$ cat config.mk
export PLATFORM = sky130hd
export DESIGN_NAME = backlight_fade_ctrl
export DESIGN_NICKNAME = d
export VERILOG_FILES = /design/src/rtl/backlight_fade_ctrl.sv
export SDC_FILE = /design/constraint.sdc
export NUM_CORES = 1
export LEC_CHECK = 0
export ABC_AREA = 0
export BUFFER_PORTS_ARGS = -buffer_cell sky130_fd_sc_hd__buf_2
export CORE_ASPECT_RATIO = 2
export CORE_MARGIN = 1
export CORE_UTILIZATION = 61
export CTS_CLUSTER_DIAMETER = 30
export DETAILED_ROUTE_END_ITERATION = 12
export MAX_ROUTING_LAYER = met4
export PLACE_DENSITY = 0.78
export SLEW_MARGIN = 0
export SYNTH_ARGS = -nofsm -noshare
export SYNTH_HDL_FRONTEND = slang
export SYNTH_SLANG_ARGS = --single-unit
$ cat constraint.sdc
create_clock -name i_Clk -period 4.7 [get_ports i_Clk]
set_input_delay 0.94 -clock i_Clk [delete_from_list [all_inputs] [get_ports i_Clk]]
set_output_delay 0.94 -clock i_Clk [all_outputs]
set_load 0.01 [all_outputs]
$ cat src/rtl/backlight_fade_ctrl.sv
// backlight_fade_ctrl: LCD backlight sequencer. The brightness level fades up
// to full, dims after an idle timeout, fades off after a longer timeout, and a
// touch restores full brightness. The level drives a registered PWM output.
// Optional macro BACKLIGHT_TOUCH_SYNC_EN: when defined, i_Touch passes a
// 2-flop synchronizer before use. This adds 2 clocks of touch-to-response latency.
module backlight_fade_ctrl #(
  parameter int unsigned     PWM_BITS         = 8,
  parameter int unsigned     FADE_STEP_CYCLES = 65536,
  parameter longint unsigned IDLE_DIM_CYCLES  = 64'h1_0000_0000,
  parameter longint unsigned IDLE_OFF_CYCLES  = 64'h2_0000_0000,
  parameter int unsigned     DIM_LEVEL        = 32
) (
  input  logic                i_Clk,
  input  logic                i_Reset,
  input  logic                i_Touch,
  output logic                o_Light,
  output logic [PWM_BITS-1:0] o_Level,
  output logic                o_Awake
);

  localparam int unsigned STEP_W = (FADE_STEP_CYCLES > 1) ? $clog2(FADE_STEP_CYCLES) : 1;
  localparam int unsigned IDLE_W = $clog2(IDLE_OFF_CYCLES + 1);

  localparam logic [STEP_W-1:0]   STEP_LAST = STEP_W'(FADE_STEP_CYCLES - 1);
  localparam logic [IDLE_W-1:0]   IDLE_DIM  = IDLE_W'(IDLE_DIM_CYCLES);
  localparam logic [IDLE_W-1:0]   IDLE_OFF  = IDLE_W'(IDLE_OFF_CYCLES);
  localparam logic [PWM_BITS-1:0] FULL      = '1;
  localparam logic [PWM_BITS-1:0] DIM_LVL   = PWM_BITS'(DIM_LEVEL);

  typedef enum logic [2:0] {
    S_OFF,
    S_FADE_UP,
    S_ON,
    S_DIMMING,
    S_DIM,
    S_FADE_OFF
  } state_t;

  state_t              state, state_nxt;
  logic                touch;
  logic [IDLE_W-1:0]   idle_ctr;
  logic [STEP_W-1:0]   step_tmr, step_tmr_nxt;
  logic [PWM_BITS-1:0] pwm_ctr;
  logic [PWM_BITS-1:0] target;
  logic [PWM_BITS-1:0] level_nxt;
  logic                fading;
  logic                step_en;

`ifdef BACKLIGHT_TOUCH_SYNC_EN
  logic [1:0] touch_sync;

  // Two-flop synchronizer for an asynchronous touch source.
  always_ff @(posedge i_Clk or posedge i_Reset) begin
    if (i_Reset) touch_sync <= '0;
    else         touch_sync <= {touch_sync[0], i_Touch};
  end

  assign touch = touch_sync[1];
`else
  assign touch = i_Touch;
`endif

  // Idle counter: cleared by touch activity, otherwise counts up and saturates.
  always_ff @(posedge i_Clk or posedge i_Reset) begin
    if (i_Reset)               idle_ctr <= '0;
    else if (touch)            idle_ctr <= '0;
    else if (idle_ctr != IDLE_OFF) idle_ctr <= idle_ctr + IDLE_W'(1);
  end

  // State, brightness level and fade step timer registers.
  always_ff @(posedge i_Clk or posedge i_Reset) begin
    if (i_Reset) begin
      state    <= S_FADE_UP;
      o_Level  <= '0;
      step_tmr <= '0;
    end else begin
      state    <= state_nxt;
      o_Level  <= level_nxt;
      step_tmr <= step_tmr_nxt;
    end
  end

  // Next-state, per-state target level and fade stepping.
  // A step is suppressed on the edge where the state changes, so a touch
  // mid-fade reverses from the current level without a stray step.
  always_comb begin
    state_nxt    = state;
    target       = '0;
    fading       = 1'b0;
    step_en      = 1'b0;
    level_nxt    = o_Level;
    step_tmr_nxt = '0;

    case (state)
      S_OFF:      target = '0;
      S_FADE_UP:  begin target = FULL;    fading = 1'b1; end
      S_ON:       target = FULL;
      S_DIMMING:  begin target = DIM_LVL; fading = 1'b1; end
      S_DIM:      target = DIM_LVL;
      S_FADE_OFF: begin target = '0;      fading = 1'b1; end
      default:    target = '0;
    endcase

    if (touch) begin
      state_nxt = (state == S_ON) ? S_ON : S_FADE_UP;
    end else begin
      case (state)
        S_FADE_UP:  if (o_Level == FULL)    state_nxt = S_ON;
        S_ON:       if (idle_ctr >= IDLE_DIM) state_nxt = S_DIMMING;
        S_DIMMING:  if (o_Level == DIM_LVL) state_nxt = S_DIM;
        S_DIM:      if (idle_ctr >= IDLE_OFF) state_nxt = S_FADE_OFF;
        S_FADE_OFF: if (o_Level == '0)      state_nxt = S_OFF;
        S_OFF:      state_nxt = S_OFF;
        default:    state_nxt = S_FADE_UP;
      endcase
    end

    if (fading && (state_nxt == state) && (step_tmr != STEP_LAST))
      step_tmr_nxt = step_tmr + STEP_W'(1);

    step_en = fading && (state_nxt == state) && (step_tmr == STEP_LAST);

    if (step_en) begin
      if (o_Level < target)      level_nxt = o_Level + PWM_BITS'(1);
      else if (o_Level > target) level_nxt = o_Level - PWM_BITS'(1);
    end
  end

  // Free-running PWM counter and registered compare output.
  always_ff @(posedge i_Clk or posedge i_Reset) begin
    if (i_Reset) begin
      pwm_ctr <= '0;
      o_Light <= 1'b0;
    end else begin
      pwm_ctr <= pwm_ctr + PWM_BITS'(1);
      o_Light <= (pwm_ctr < o_Level);
    end
  end

  assign o_Awake = (state != S_OFF);

endmodule

==> metrics.yaml <==
setup_path:
  crit_start: "state[0]"
  cp_slowest_cell: "dfstp_2"
  r2r-end: "o_Level[7]"
  crit_path_max_incr_delay_ps: 590
  crit_arrival_ps: 3900
  critPathLaunchType: "register"
  cp_cell_sequence: "inv_1, nand2_1, a21o_1, ha_1, nor2b_1, o211ai_1, a21boi_0, nand2b_1, ha_1, nand3_1, o211ai_1, o41ai_1, or3_1, a21bo_2, xnor2_2"
  crit_end: "o_Level[7]"
  r2r-start: "state[0]"
  reg2reg_slack_ps: 1020
  crit_type: "register to register"
  worstRegToRegCells: 15
  worst-path-max-fanout: 7
  cp.required_ps: 4920
  endpoint_kind: "register"
yosys:
  synth_edf_count: 0
  ys_ff_latch: 70
  synthTopCellsByArea: "dfrtp_1 (42%), ha_1 (7.6%), xor2_1 (6.6%)"
  synth_flop_cell: "dfrtp_1"
  synth_fp_nets: 461
  yosysTopAreaCell: "dfrtp_1"
  syn_avg_cell_area_um2: 9.468
  yosys_warnings: 0
  synth-async-reset-ratio_pct: 100.0
  syn-cell-area_um2: 4090
  synth_cells: 432
  yosys.cell_types.count: 49
  netlist.area_leader.share_pct: 42.21
  yosysSeqAreaShare_pct: 42.86
hold_path:
  hold_class: "register to register"
finish:
  mostFrequentLayoutCells: "dfrtp_1 (69), nor2_1 (53), xor2_1 (31)"
  fin_util_pct: 70.73
  fin_nets: 475
  n_antenna_cell: 0
  layout_commonest_cell: "dfrtp_1"
  fill_cells: 501
  syn2layout_area_growth_pct: 10.89
  multi_input_area_um2: 2206
  drive_above_1_share_pct: 9.756
  design_area_um2: 4536
  seq_area_um2: 1753
global_route:
  grt_pass1_vias: 3177
  grt_max_degree: 47
  grt_pass1_wl_um: 14770
  antenna_found_initial: 0
  grt_overflow: 0
  grt_usage_pct: 28.70
detailed_routing:
  firstDrtPassIters: 5
  drcViolationCount: 0
  wirelength_um: 8656
  drt_iter0_markers: 239
  viasPerCell: 5.914
  drtAntennaViolNets: 0
  num_vias: 3176
  avgRoutedWirePerCell_um: 16.12
sta:
  max_clock_freq_ghz: 0.2716
  finalCritPeriodShare_pct: 78.35
  drv_slew: 0
  skew_ps: 6.492
  post-route-min-period_ps: 3682
  rsz0062_at_grt: "no"
  fin_ws_ps: 1018
  slew_headroom_pct: 36.06
  setup_tns_ps: 0
  finalSetupViolations: 0
  hold_viol: 0
  worst_slew_pin_slew_ps: 957.7
die:
  fp.coreArea_um2: 6412
  rows: 41
  start_util_pct: 63.79
  die_w_um: 59.90
  io_pins: 13
  dieHeight_um: 117.8
  dieArea_um2: 7056
clock_network:
  clock_sinks: 70
  clk_pin_slew_ps: 60
  cts_buffers: 9
  htree_num_levels: 3
  postCtsHoldBufs: 0
  post_cts_resized: 0
  post-cts-setup-buffer-count: 0
  clk-insertion-delay-late_ps: 340
  clock-root-buffer: "clkbuf_16"
  clock_path_buffers: 2
  cts_tree: "built"
power:
  finalPower_mw: 1.577
  p_leak_nw: 2.068
  p_per_area_nw_per_um2: 347.7
  ir_drop_v: 0.0002467
place:
  hpwl_um: 6266
  post_dp_cell_area_um2: 4213
  port_buffers: 12
  gp_congestion: 0.8686
  dp_slack_ps: 1043
job:
  maxCapViolCount: 0
status:
  status: "completed"
[worst max-delay path: cells and delay by family (launching register included)]
family / cells / cell delay [ps]
DFF: 1 / 590
AOI/OAI and AO/OA: 6 / 1120
xor gates and xnor gates: 1 / 120
adders and majority gates: 2 / 710
buffers and inverters: 1 / 80
and+or+nand+nor: 5 / 930
[cells in the mapped netlist, types with 3 or more instances]
library cell	count
a211oi_1	3
a21o_1	6
a21oi_1	20
a31oi_1	3
and3_1	8
and4_1	5
clkbuf_1	6
dfrtp_1	69
ha_1	25
inv_1	21
nand2_1	28
nand3_1	22
nand4_1	19
nor2_1	53
nor2b_1	5
nor3_1	7
nor4_1	10
o21ai_0	23
or2_2	3
or3_1	11
xnor2_1	19
xor2_1	31
[stage by stage]
stage	hold WS, ps	cells
2_1_floorplan	448.5	432
3_3_place_gp	474.9	521
3_5_place_dp	482.0	521
4_1_cts	494.0	537
5_1_grt	514.2	537
6_report	494.8	537
[report_power, final]
group,leakage [nW],internal [mW],total (mW),switching (mW)
clock network,0.152,0.466,0.731,0.265
logic,0.996,0.0628,0.153,0.0905
registers,0.919,0.639,0.693,0.0537
[state kept, by name (all words and copies together), names as in the netlist]
signal	flops
o_Light	1
step_tmr	16
idle_ctr	34
o_Level	8
pwm_ctr	8
state	3
[logic make-up (layout without fill, tap and decap cells)]
family          count (synthesis)  count (layout)  synth area share (%)
simple gates                  186             186                 24.66
flops                          70              70                 42.86
compound gates                 66              66                 9.544
xor+xnor                       51              51                 11.10
buf+inv                        31              50                 3.212
fa+ha+maj                      26              26                 8.137
mux                             2               2                0.4895
[area by class of cell]
type                    count  area share (%)
multi-input cells         331           48.63
flip-flops and latches     70           38.65
clock buffers               9           4.966
well taps                  86           2.372
clock inverters             7           2.152
inverters                  21           1.738
repair buffers             13           1.490
[routing by layer]
layer | part of all wire (%) | vias up | track usage [%]
met2 | 57 | 59 | 49.72
li1 | - | 1552 | -
met1 | 39 | 1553 | 31.19
met5 | 0 | - | -
met3 | 2.5 | 12 | 5.055
met4 | 1.8 | 0 | 11.05
[worst min path at each step]
| stage | from | end | slack, ps | depth (start not counted) |
|---|---|---|---|---|
| floorplan | pwm_ctr[7] | pwm_ctr[7] | 450 | 1 |
| global placement | pwm_ctr[7] | pwm_ctr[7] | 470 | 1 |
| detailed placement | pwm_ctr[7] | pwm_ctr[7] | 480 | 1 |
| CTS | pwm_ctr[7] | pwm_ctr[7] | 490 | 1 |
| global route | pwm_ctr[7] | pwm_ctr[7] | 510 | 1 |
| finish | pwm_ctr[7] | pwm_ctr[7] | 490 | 1 |
Note: power is estimated with default switching activity, not from simulation.
